[src/rtl/req_priority_scheduler.sv]
// Four-channel sticky request collector with fixed-priority valid/ready grant offer,
// post-grant cooldown, per-channel overflow flags and a wrapping service counter.
module req_priority_scheduler #(
    parameter int unsigned COOL_CYCLES = 2,
    parameter int unsigned CNT_W       = 8
) (
    input  logic             clk,
    input  logic             reset,
    input  logic [3:0]       req,
    input  logic             grant_ready,
    input  logic             clr_overflow,
    output logic             grant_valid,
    output logic [1:0]       grant_idx,
    output logic [3:0]       pending,
    output logic [3:0]       overflow,
    output logic [CNT_W-1:0] serviced_cnt
);

    typedef enum logic [1:0] {
        StIdle  = 2'd0,
        StOffer = 2'd1,
        StCool  = 2'd2
    } state_e;

    localparam logic [3:0] LP_COOL_LOAD = 4'(COOL_CYCLES);

    state_e           r_state;
    logic [3:0]       r_cool;
    logic [3:0]       r_pending;
    logic [3:0]       r_overflow;
    logic [CNT_W-1:0] r_cnt;
    logic             r_valid;
    logic [1:0]       r_idx;

    state_e           w_state_next;
    logic [3:0]       w_cool_next;
    logic [3:0]       w_pending_next;
    logic [3:0]       w_overflow_next;
    logic [CNT_W-1:0] w_cnt_next;
    logic             w_valid_next;
    logic [1:0]       w_idx_next;
    logic             w_accept;
    logic [3:0]       w_clr;
    logic [1:0]       w_top_idx;

    // Highest set pending bit wins; later iterations override lower channels.
    always_comb begin
        w_top_idx = 2'd0;
        for (int i = 0; i < 4; i++) begin
            if (r_pending[i]) begin
                w_top_idx = 2'(i);
            end
        end
    end

    assign w_accept = (r_state == StOffer) && grant_ready;
    assign w_clr    = w_accept ? (4'b0001 << r_idx) : 4'b0000;

    // A request arriving on the acceptance edge re-pends its bit and is not an overflow.
    always_comb begin
        w_pending_next  = (r_pending & ~w_clr) | req;
        w_overflow_next = (clr_overflow ? 4'b0000 : r_overflow) | (req & r_pending & ~w_clr);
    end

    always_comb begin
        w_state_next = r_state;
        w_cool_next  = r_cool;
        w_cnt_next   = r_cnt;
        w_valid_next = r_valid;
        w_idx_next   = r_idx;
        unique case (r_state)
            StIdle: begin
                if (r_pending != 4'b0000) begin
                    w_idx_next   = w_top_idx;
                    w_valid_next = 1'b1;
                    w_state_next = StOffer;
                end
            end
            StOffer: begin
                if (grant_ready) begin
                    w_valid_next = 1'b0;
                    w_cnt_next   = r_cnt + CNT_W'(1);
                    w_cool_next  = LP_COOL_LOAD;
                    w_state_next = (COOL_CYCLES == 0) ? StIdle : StCool;
                end
            end
            StCool: begin
                w_cool_next = r_cool - 4'd1;
                if (r_cool <= 4'd1) begin
                    w_state_next = StIdle;
                end
            end
            default: begin
                w_state_next = StIdle;
                w_valid_next = 1'b0;
            end
        endcase
    end

    always_ff @(posedge clk) begin
        if (reset) begin
            r_state    <= StIdle;
            r_cool     <= 4'd0;
            r_pending  <= 4'b0000;
            r_overflow <= 4'b0000;
            r_cnt      <= '0;
            r_valid    <= 1'b0;
            r_idx      <= 2'd0;
        end else begin
            r_state    <= w_state_next;
            r_cool     <= w_cool_next;
            r_pending  <= w_pending_next;
            r_overflow <= w_overflow_next;
            r_cnt      <= w_cnt_next;
            r_valid    <= w_valid_next;
            r_idx      <= w_idx_next;
        end
    end

    assign grant_valid  = r_valid;
    assign grant_idx    = r_idx;
    assign pending      = r_pending;
    assign overflow     = r_overflow;
    assign serviced_cnt = r_cnt;

endmodule

[config.mk]
export PLATFORM = sky130hd
export DESIGN_NAME = req_priority_scheduler
export DESIGN_NICKNAME = d
export VERILOG_FILES = /design/src/rtl/req_priority_scheduler.sv
export SDC_FILE = /design/constraint.sdc
export NUM_CORES = 1
export LEC_CHECK = 0
export ABC_CLOCK_PERIOD_IN_PS = 3000
export BUFFER_PORTS_ARGS = -buffer_cell sky130_fd_sc_hd__buf_2
export CAP_MARGIN = 15
export CELL_PAD_IN_SITES_DETAIL_PLACEMENT = 0
export CELL_PAD_IN_SITES_GLOBAL_PLACEMENT = 1
export CORE_MARGIN = 4
export CORE_UTILIZATION = 41
export DETAILED_ROUTE_END_ITERATION = 8
export GPL_ROUTABILITY_DRIVEN = 1
export MAX_ROUTING_LAYER = met4
export PLACE_DENSITY = 0.89
export REMOVE_ABC_BUFFERS = 1
export SLEW_MARGIN = 5
export SYNTH_ARGS = -nofsm -noshare
export SYNTH_HDL_FRONTEND = slang
export SYNTH_SLANG_ARGS = --single-unit
[constraint.sdc]
create_clock -name clk -period 3 [get_ports clk]
set_input_delay 0.6 -clock clk [delete_from_list [all_inputs] [get_ports clk]]
set_output_delay 0.6 -clock clk [all_outputs]
set_load 0.05 [all_outputs]
Yosys cells after proc, flatten, opt, wreduce, memory -nomap -nowiden
Index checks and enable logic that the tools add are counted.
{"block": "classes", "n_reduce_logical": 9, "mux": 14, "n_shift": 1, "multipliers": 0, "n_addsub": 2, "div_mod_pow": 0, "bitwise_logic": 7, "n_lt_le_gt_ge": 1, "n_eq_ne": 5}
{"cell": "$and A4 B4 Y4", "count": 3}
{"cell": "$mux W4", "count": 3}
{"cell": "$mux W2", "count": 5}
{"cell": "$add A8 B1 Y8 const B", "count": 1}
{"cell": "$or A4 B4 Y4", "count": 2}
{"cell": "$pmux W4 S2", "count": 1}
{"cell": "$ne A2 B2 Y1 const B", "count": 3}
{"cell": "$pmux W2 S3", "count": 1}
{"cell": "$reduce_and A2 Y1", "count": 3}
{"cell": "$reduce_and A3 Y1", "count": 2}
{"cell": "$le A4 B1 Y1 const B", "count": 1}
{"cell": "$not A4 Y4", "count": 1}
{"cell": "$reduce_bool A4 Y1", "count": 1}
{"cell": "$shl A1 B2 Y4 const A", "count": 1}
{"cell": "$sub A4 B1 Y4 const B", "count": 1}
{"cell": "$mux W1", "count": 3}
{"cell": "$pmux W1 S3", "count": 1}
{"cell": "$eq A2 B1 Y1 const B", "count": 1}
{"cell": "$eq A2 B2 Y1 const B", "count": 1}
{"cell": "$logic_not A2 Y1", "count": 1}
{"cell": "$reduce_bool A2 Y1", "count": 1}
{"cell": "$logic_and A1 B1 Y1", "count": 1}
{"cell": "$not A1 Y1", "count": 1}
{"block": "word_totals", "mem_count": 0, "latchBits": 0, "inputBits": 8, "romBits": 0, "word_cells": 46, "out_inout_bits": 19, "mem_bits_rw": 0, "reg_bits": 25}

Depth between registers and ports, before layout
Gate-level depths: netlist (run 1).
{"block": "logic_depth", "depth_word": 6, "ltp_mapped": 5, "mapped_depth_nobuf": 5}

Worst setup path after synthesis (run 1)
Ideal clock, no wire load.
{"block": "synth_timing", "path_kind": "reg-to-reg", "start": "reg r_cnt[0] (netlist: serviced_cnt[0])", "end": "reg r_cnt[4] (netlist: serviced_cnt[4])", "setup_time_ns": 0.071, "n_path_buf": 0, "t_required_ns": 2.929, "stages_incl_launch_ff": 5, "period_less_slack_ns": 1.613, "setup_slack_ns": 1.387, "arrival_ns": 1.543, "cell_sequence": "dfxtp_1 > ha_1 > nand4b_1 > or3_1 > a21oi_1"}
{"block": "synth_via", "elab_chain_cells": 1}
{"element": "start: declaration", "line_no": "31", "rtl": "logic [CNT_W-1:0] r_cnt;"}
{"element": "start signal: assignment", "line_no": "114", "rtl": "r_cnt <= w_cnt_next;"}
{"element": "$add A8 B1 Y8", "line_no": "82", "rtl": "w_cnt_next = r_cnt + CNT_W'(1);"}
Every way passes these cells.
A chain may end at the register's enable or synchronous reset.

Worst setup path after layout (run 1)
{"block": "layout_timing", "start": "reg r_cnt[3] (netlist: serviced_cnt[3])", "end": "out serviced_cnt[3]"}
{"element": "end: declaration", "line_no": "16", "rtl": "output logic [CNT_W-1:0] serviced_cnt"}
No word-level cell between the ends.

==> results.yml, run 1 <==
place:
  dp_worst_setup_slack_ns: 1.29
  gp_congestion: 0.813
  portBuffers: 26
  placed_area_um2: 1240
  dp_hpwl_um: 1740
worst_setup_path:
  crit_arrival_ns: 1.07
  critPathBufInv: 1
  critPathRequiredTime_ns: 2.40
  slowest_delay_ns: 0.46
  crit_type: "register to output pin"
  cp-start-kind: "register"
  crit_path_top_delay_cell: "dfxtp_1"
  crit_fanout: 7
  critPathCaptureType: "output pin"
  crit_family: "flip-flops"
  cp_cell_sequence: "buf_2"
synth:
  synth_xor_area_share_pct: 1.60
  synth_area_leaders: "dfxtp_1, a21oi_1, o31ai_1"
  synth-main-ff-cell: "dfxtp_1"
  async_flop_share_pct: 0
  yosys.area_share.simple_pct: 20.6
  netlist_area_um2: 1090
  yosysMostFrequentCell: "dfxtp_1"
  ys_types: 31
  synth_top_family_by_area: "compound AO/OA/AOI/OAI gates"
  synthMuxAreaShare_pct: 0.914
  syn_inst: 122
  synth_compound_area_share_pct: 23.2
  synth_edf_count: 0
  yosys.area.top_type_share_pct: 45.7
  syn_avg_cell_area_um2: 8.97
  synthTopCellsByCount: "dfxtp_1, a21oi_1, nor2_1"
  ys_seq_elements: 25
  ys_warn_count: 0
  synthAdderAreaFrac_pct: 3.43
  synth_area_leader_cell: "dfxtp_1"
  ys_seq_area_share_pct: 45.7
sta:
  fin_crit_ns: 1.67
  finalHoldViolCount: 0
  rsz0062_at_grt: "false"
  post-route-period-util_pct: 55.7
  setup_viol: 0
  relSlewSlack_pct: 66.7
  drv_slew: 0
  tightest_slew_ns: 0.499
  fin_setup_tns_ns: 0
  max_freq_mhz: 599
  whs_ns: 0.487
  clock_skew_ns: 0.00333
  fin_ws_ns: 1.33
floorplanning:
  coreArea_um2: 2520
  die_height_um: 59.7
  num_io_pins: 27
  fp.dieW_um: 59.7
  initial_core_util_pct: 43.4
  fp.dieArea_um2: 3560
  rows: 18
clock_network:
  cts_tree: "yes"
  cts_buffers: 3
  htree_levels: 1
  clock_path_buffers: 2
  post_cts_buffers: 0
  cts-root-buf: "clkbuf_4"
  cts-resized-gates: 0
  cts_hold_buf: 0
  clock-sinks: 25
  cts.reportedPaths.clkPinSlew_ns: 0.12
  insertion_delay_ns: 0.30
drt:
  routedWlPerCell_um: 13.7
  drt_iter0_drc: 38
  vias: 998
  drtPass1Iterations: 4
  wl_um: 2420
  ant_nets: 0
  routed_via_density: 5.64
  drc: 0
pwr:
  p_sw_mw: 0.209
  vdd_ir_drop_max_uv: 360
  swShare_pct: 31.9
  power_frac_comb_pct: 20.8
  internal_power_mw: 0.446
  clockPowerShare_pct: 21.5
  p_leak_nw: 0.538
  power.density_nw_per_um2: 517
  pwr-share-seq_pct: 57.7
layout:
  area_growth_pct: 15.9
  final-seq-area_um2: 500
  multiInputGateArea_um2: 544
  nets: 159
  drive_above_1_share_pct: 23.8
  post-route-cell-area_um2: 1270
  nFillCells: 237
  fin_util_pct: 50.3
  antenna_cells_inserted: 0
grt:
  track_usage_pct: 15.6
  grt_pass1_wl_um: 4150
  grt_pass1_vias: 1000
  grt_start_max_net_pins: 30
  gr-total-overflow: 0
  antenna_found_initial: 0
worst_hold_path:
  hold_class: "register to register"
flow_run:
  cap_violations: 0
status:
  outcome: "complete, no violations"
through the flow:
stage | power [mW] | instances
floorplan | 0.481 | 117
detailed placement | 0.522 | 173
global route | 0.700 | 177
global placement | 0.519 | 173
CTS | 0.667 | 177
finish | 0.655 | 177
sequential cells by signal, summed over array words and instances, names as in the netlist:
signal,count
r_state,2
grant_valid,1
grant_idx,2
serviced_cnt,8
overflow,4
r_cool,4
pending,4
area by class of cell:
type / count / share of cell area (%)
Tap cell: 30 / 2.96
Sequential cell: 25 / 39.4
Multi-Input combinational cell: 84 / 42.9
Clock buffer: 4 / 2.07
Inverter: 8 / 2.37
Timing Repair Buffer: 26 / 10.3
per-layer routing:
metal | routed length [µm] | track usage [%] | vias to the layer above
li1 | - | - | 501
met1 | 1100 | 17.5 | 463
met2 | 1160 | 25.8 | 32
met3 | 143 | 3.89 | 2
met4 | 21 | 7.59 | 0
met5 | 0 | - | -
power by group through the flow:
stage	Clock (mW)	Sequential, mW	Combinational (mW)
floorplan	0	0.428	0.0531
global placement	0	0.385	0.134
detailed placement	0	0.385	0.137
CTS	0.151	0.378	0.138
global route	0.168	0.383	0.150
finish	0.141	0.378	0.137
cells in the final DEF, fill, tap and decap left out, types with 4 or more instances in the layout:
cell     netlist  layout
o21ai_0        6       6
inv_1          8       8
buf_2          1      26
or3b_2         4       4
nor2_1        10      10
o31ai_1        9       9
a21oi_1       19      19
dfxtp_1       25      25
nand2_1        4       4
or3_1          5       5
worst paths after layout:
path | to | slack [ns] | startpoint | cells after the start
min reg2reg | serviced_cnt[7]$_SDFFE_PP0P_ | 0.49 | serviced_cnt[7]$_SDFFE_PP0P_ | 2
max reg2reg | serviced_cnt[7]$_SDFFE_PP0P_ | 1.40 | r_state[0]$_SDFFE_PP0P_ | 3
max | serviced_cnt[3] | 1.33 | serviced_cnt[3]$_SDFFE_PP0P_ | 1
min | serviced_cnt[7]$_SDFFE_PP0P_ | 0.49 | serviced_cnt[7]$_SDFFE_PP0P_ | 2
kinds of logic after synthesis:
family	after synthesis
adder cells (fa/ha/maj)	3
buffers and inverters	13
AO/OA/AOI/OAI	41
XOR/XNOR	2
flip-flops	25
multiplexers	1
AND/OR/NAND/NOR	37
No activity file was read; power rests on OpenSTA's default activity.
==> run 2, diff against run 1 <==
Settings changed: ABC_CLOCK_PERIOD_IN_PS 3000 to 1500, CORE_UTILIZATION 41 to 34, PLACE_DENSITY 0.89 to 0.8.
Clock period 3 ns to 1.5 ns, I/O delays scaled along.
==> run 2 against run 1 <==
- count of clock-buffer cells in the layout decreased by 1
- global-route usage decreased by 2.1 points
- register-to-register slack got worse by 1.3 ns
- via count increased by 3.7%
- critical path depth unchanged
- sequential cell count unchanged
- cell area increased by 5.1%
- die area increased by 18%
- worst hold slack got worse by 0.28 ns
- critical path type unchanged
- highest routed layer unchanged
==> results.yml, run 2 (synthesis results as in run 1) <==
worst_setup_path:
  critPathCaptureType: "output pin"
  cp_cell_sequence: "buf_2"
  crit_path_top_delay_cell: "dfxtp_1"
  crit_arrival_ns: 1.09
  critPathRequiredTime_ns: 1.20
  crit_family: "flip-flops"
  critPathBufInv: 1
  cp-start-kind: "register"
  crit_type: "register to output pin"
  slowest_delay_ns: 0.46
  crit_fanout: 7
clock_network:
  cts_buffers: 3
  cts.reportedPaths.clkPinSlew_ns: 0.14
  insertion_delay_ns: 0.33
  cts-root-buf: "clkbuf_4"
  htree_levels: 1
  clock-sinks: 25
  clock_path_buffers: 2
  cts_hold_buf: 0
  cts_tree: "yes"
  post_cts_buffers: 0
pwr:
  vdd_ir_drop_max_uv: 425
  internal_power_mw: 0.903
  power_frac_comb_pct: 22.4
  power.density_nw_per_um2: 1020
  pwr-share-seq_pct: 54.6
  p_sw_mw: 0.458
  clockPowerShare_pct: 23.0
  p_leak_nw: 0.571
  swShare_pct: 33.7
drt:
  drc: 0
  routedWlPerCell_um: 13.1
  drtPass1Iterations: 4
  ant_nets: 0
  routed_via_density: 5.25
  drt_iter0_drc: 33
  vias: 1035
  wl_um: 2590
layout:
  antenna_cells_inserted: 0
  drive_above_1_share_pct: 28.1
  post-route-cell-area_um2: 1330
  nFillCells: 327
  area_growth_pct: 21.8
  largest_register_ffs: 8
  nets: 165
  final_common_cell: "buf_2"
  final_cell_mix: "buf_2, dfxtp_1, a21oi_1"
place:
  portBuffers: 26
  dp_hpwl_um: 1960
  placed_area_um2: 1310
  dp_worst_setup_slack_ns: 0.105
  gp_congestion: 0.746
sta:
  setup_viol: 0
  relSlewSlack_pct: 73.4
  drv_slew: 0
  max_freq_mhz: 718
  finalHoldViolCount: 0
  rsz0062_at_grt: "false"
  clock_skew_ns: 0.00389
  fin_crit_ns: 1.39
  tightest_slew_ns: 0.394
  post-route-period-util_pct: 92.8
  fin_ws_ns: 0.108
grt:
  grt_pass1_vias: 999
  gr-total-overflow: 0
  grt_start_max_net_pins: 22
  antenna_found_initial: 0
  grt_pass1_wl_um: 4330
  track_usage_pct: 13.6
floorplanning:
  die_height_um: 64.7
  coreArea_um2: 3080
  fp.dieArea_um2: 4190
  initial_core_util_pct: 35.6
  rows: 20
  fp.dieW_um: 64.7
  num_io_pins: 27
worst_hold_path:
  hold_class: "input port to register"
status:
  outcome: "complete, no violations"
flow_run:
  cap_violations: 0
==> run 2: what timing repair did <==
item / 4_1_cts / 5_1_grt
setup endpoints to repair: 0 / 1
gates resized for setup: 0 / 1
hold endpoints to repair: 0 / 0
==> run 2: power groups by stage <==
stage / Sequential (mW) / Combinational [mW] / Clock [mW]
2_1_floorplan: 0.856 / 0.106 / 0
3_3_place_gp: 0.755 / 0.300 / 0
3_5_place_dp: 0.757 / 0.306 / 0
4_1_cts: 0.743 / 0.307 / 0.319
5_1_grt: 0.751 / 0.333 / 0.347
6_report: 0.743 / 0.306 / 0.312
==> run 2: cell type report <==
type / instances / area (µm²) / area share, %
multi-input combinational: 84 / 544 / 40.8
sequential: 25 / 502 / 37.6
timing repair buffer: 32 / 175 / 13.1
tap: 44 / 55.1 / 4.13
inverter: 8 / 30.0 / 2.25
clock buffer: 3 / 22.5 / 1.69
clock inverter: 1 / 5.00 / 0.375
==> run 2: path summary, 6_finish.rpt <==
kind                                      from                      endpoint  slack, ns  cells after the start
setup / recovery  serviced_cnt[3]$_SDFFE_PP0P_               serviced_cnt[3]       0.11                      1
hold reg to reg   serviced_cnt[7]$_SDFFE_PP0P_  serviced_cnt[7]$_SDFFE_PP0P_       0.49                      2
hold / removal                          req[2]         pending[2]$_SDFF_PP0_       0.21                      3
setup reg to reg  serviced_cnt[1]$_SDFFE_PP0P_  serviced_cnt[4]$_SDFFE_PP0P_       0.12                      4
==> run 2: layer usage <==
| metal | up-vias | routed length, µm | track usage [%] | part of all wire, % |
|---|---|---|---|---|
| li1 | 515 | - | - | - |
| met1 | 491 | 1120 | 14.5 | 43 |
| met2 | 25 | 1300 | 24.1 | 50 |
| met3 | 4 | 111 | 1.56 | 4.3 |
| met4 | 0 | 53 | 7.92 | 2.1 |
| met5 | - | 0 | - | 0 |
==> run 2: per-stage QoR <==
stage	power, mW	hold slack, ns	TNS (ns)	std cells	utilization, %
after floorplan	0.962	0.369	-0.360	117	-
final	1.36	0.210	0	197	43.3
after global routing	1.43	0.212	0	197	43.3
after global placement	1.05	0.460	0	193	42.4
after CTS	1.37	0.198	0	197	43.3
after detailed placement	1.06	0.477	0	193	42.4
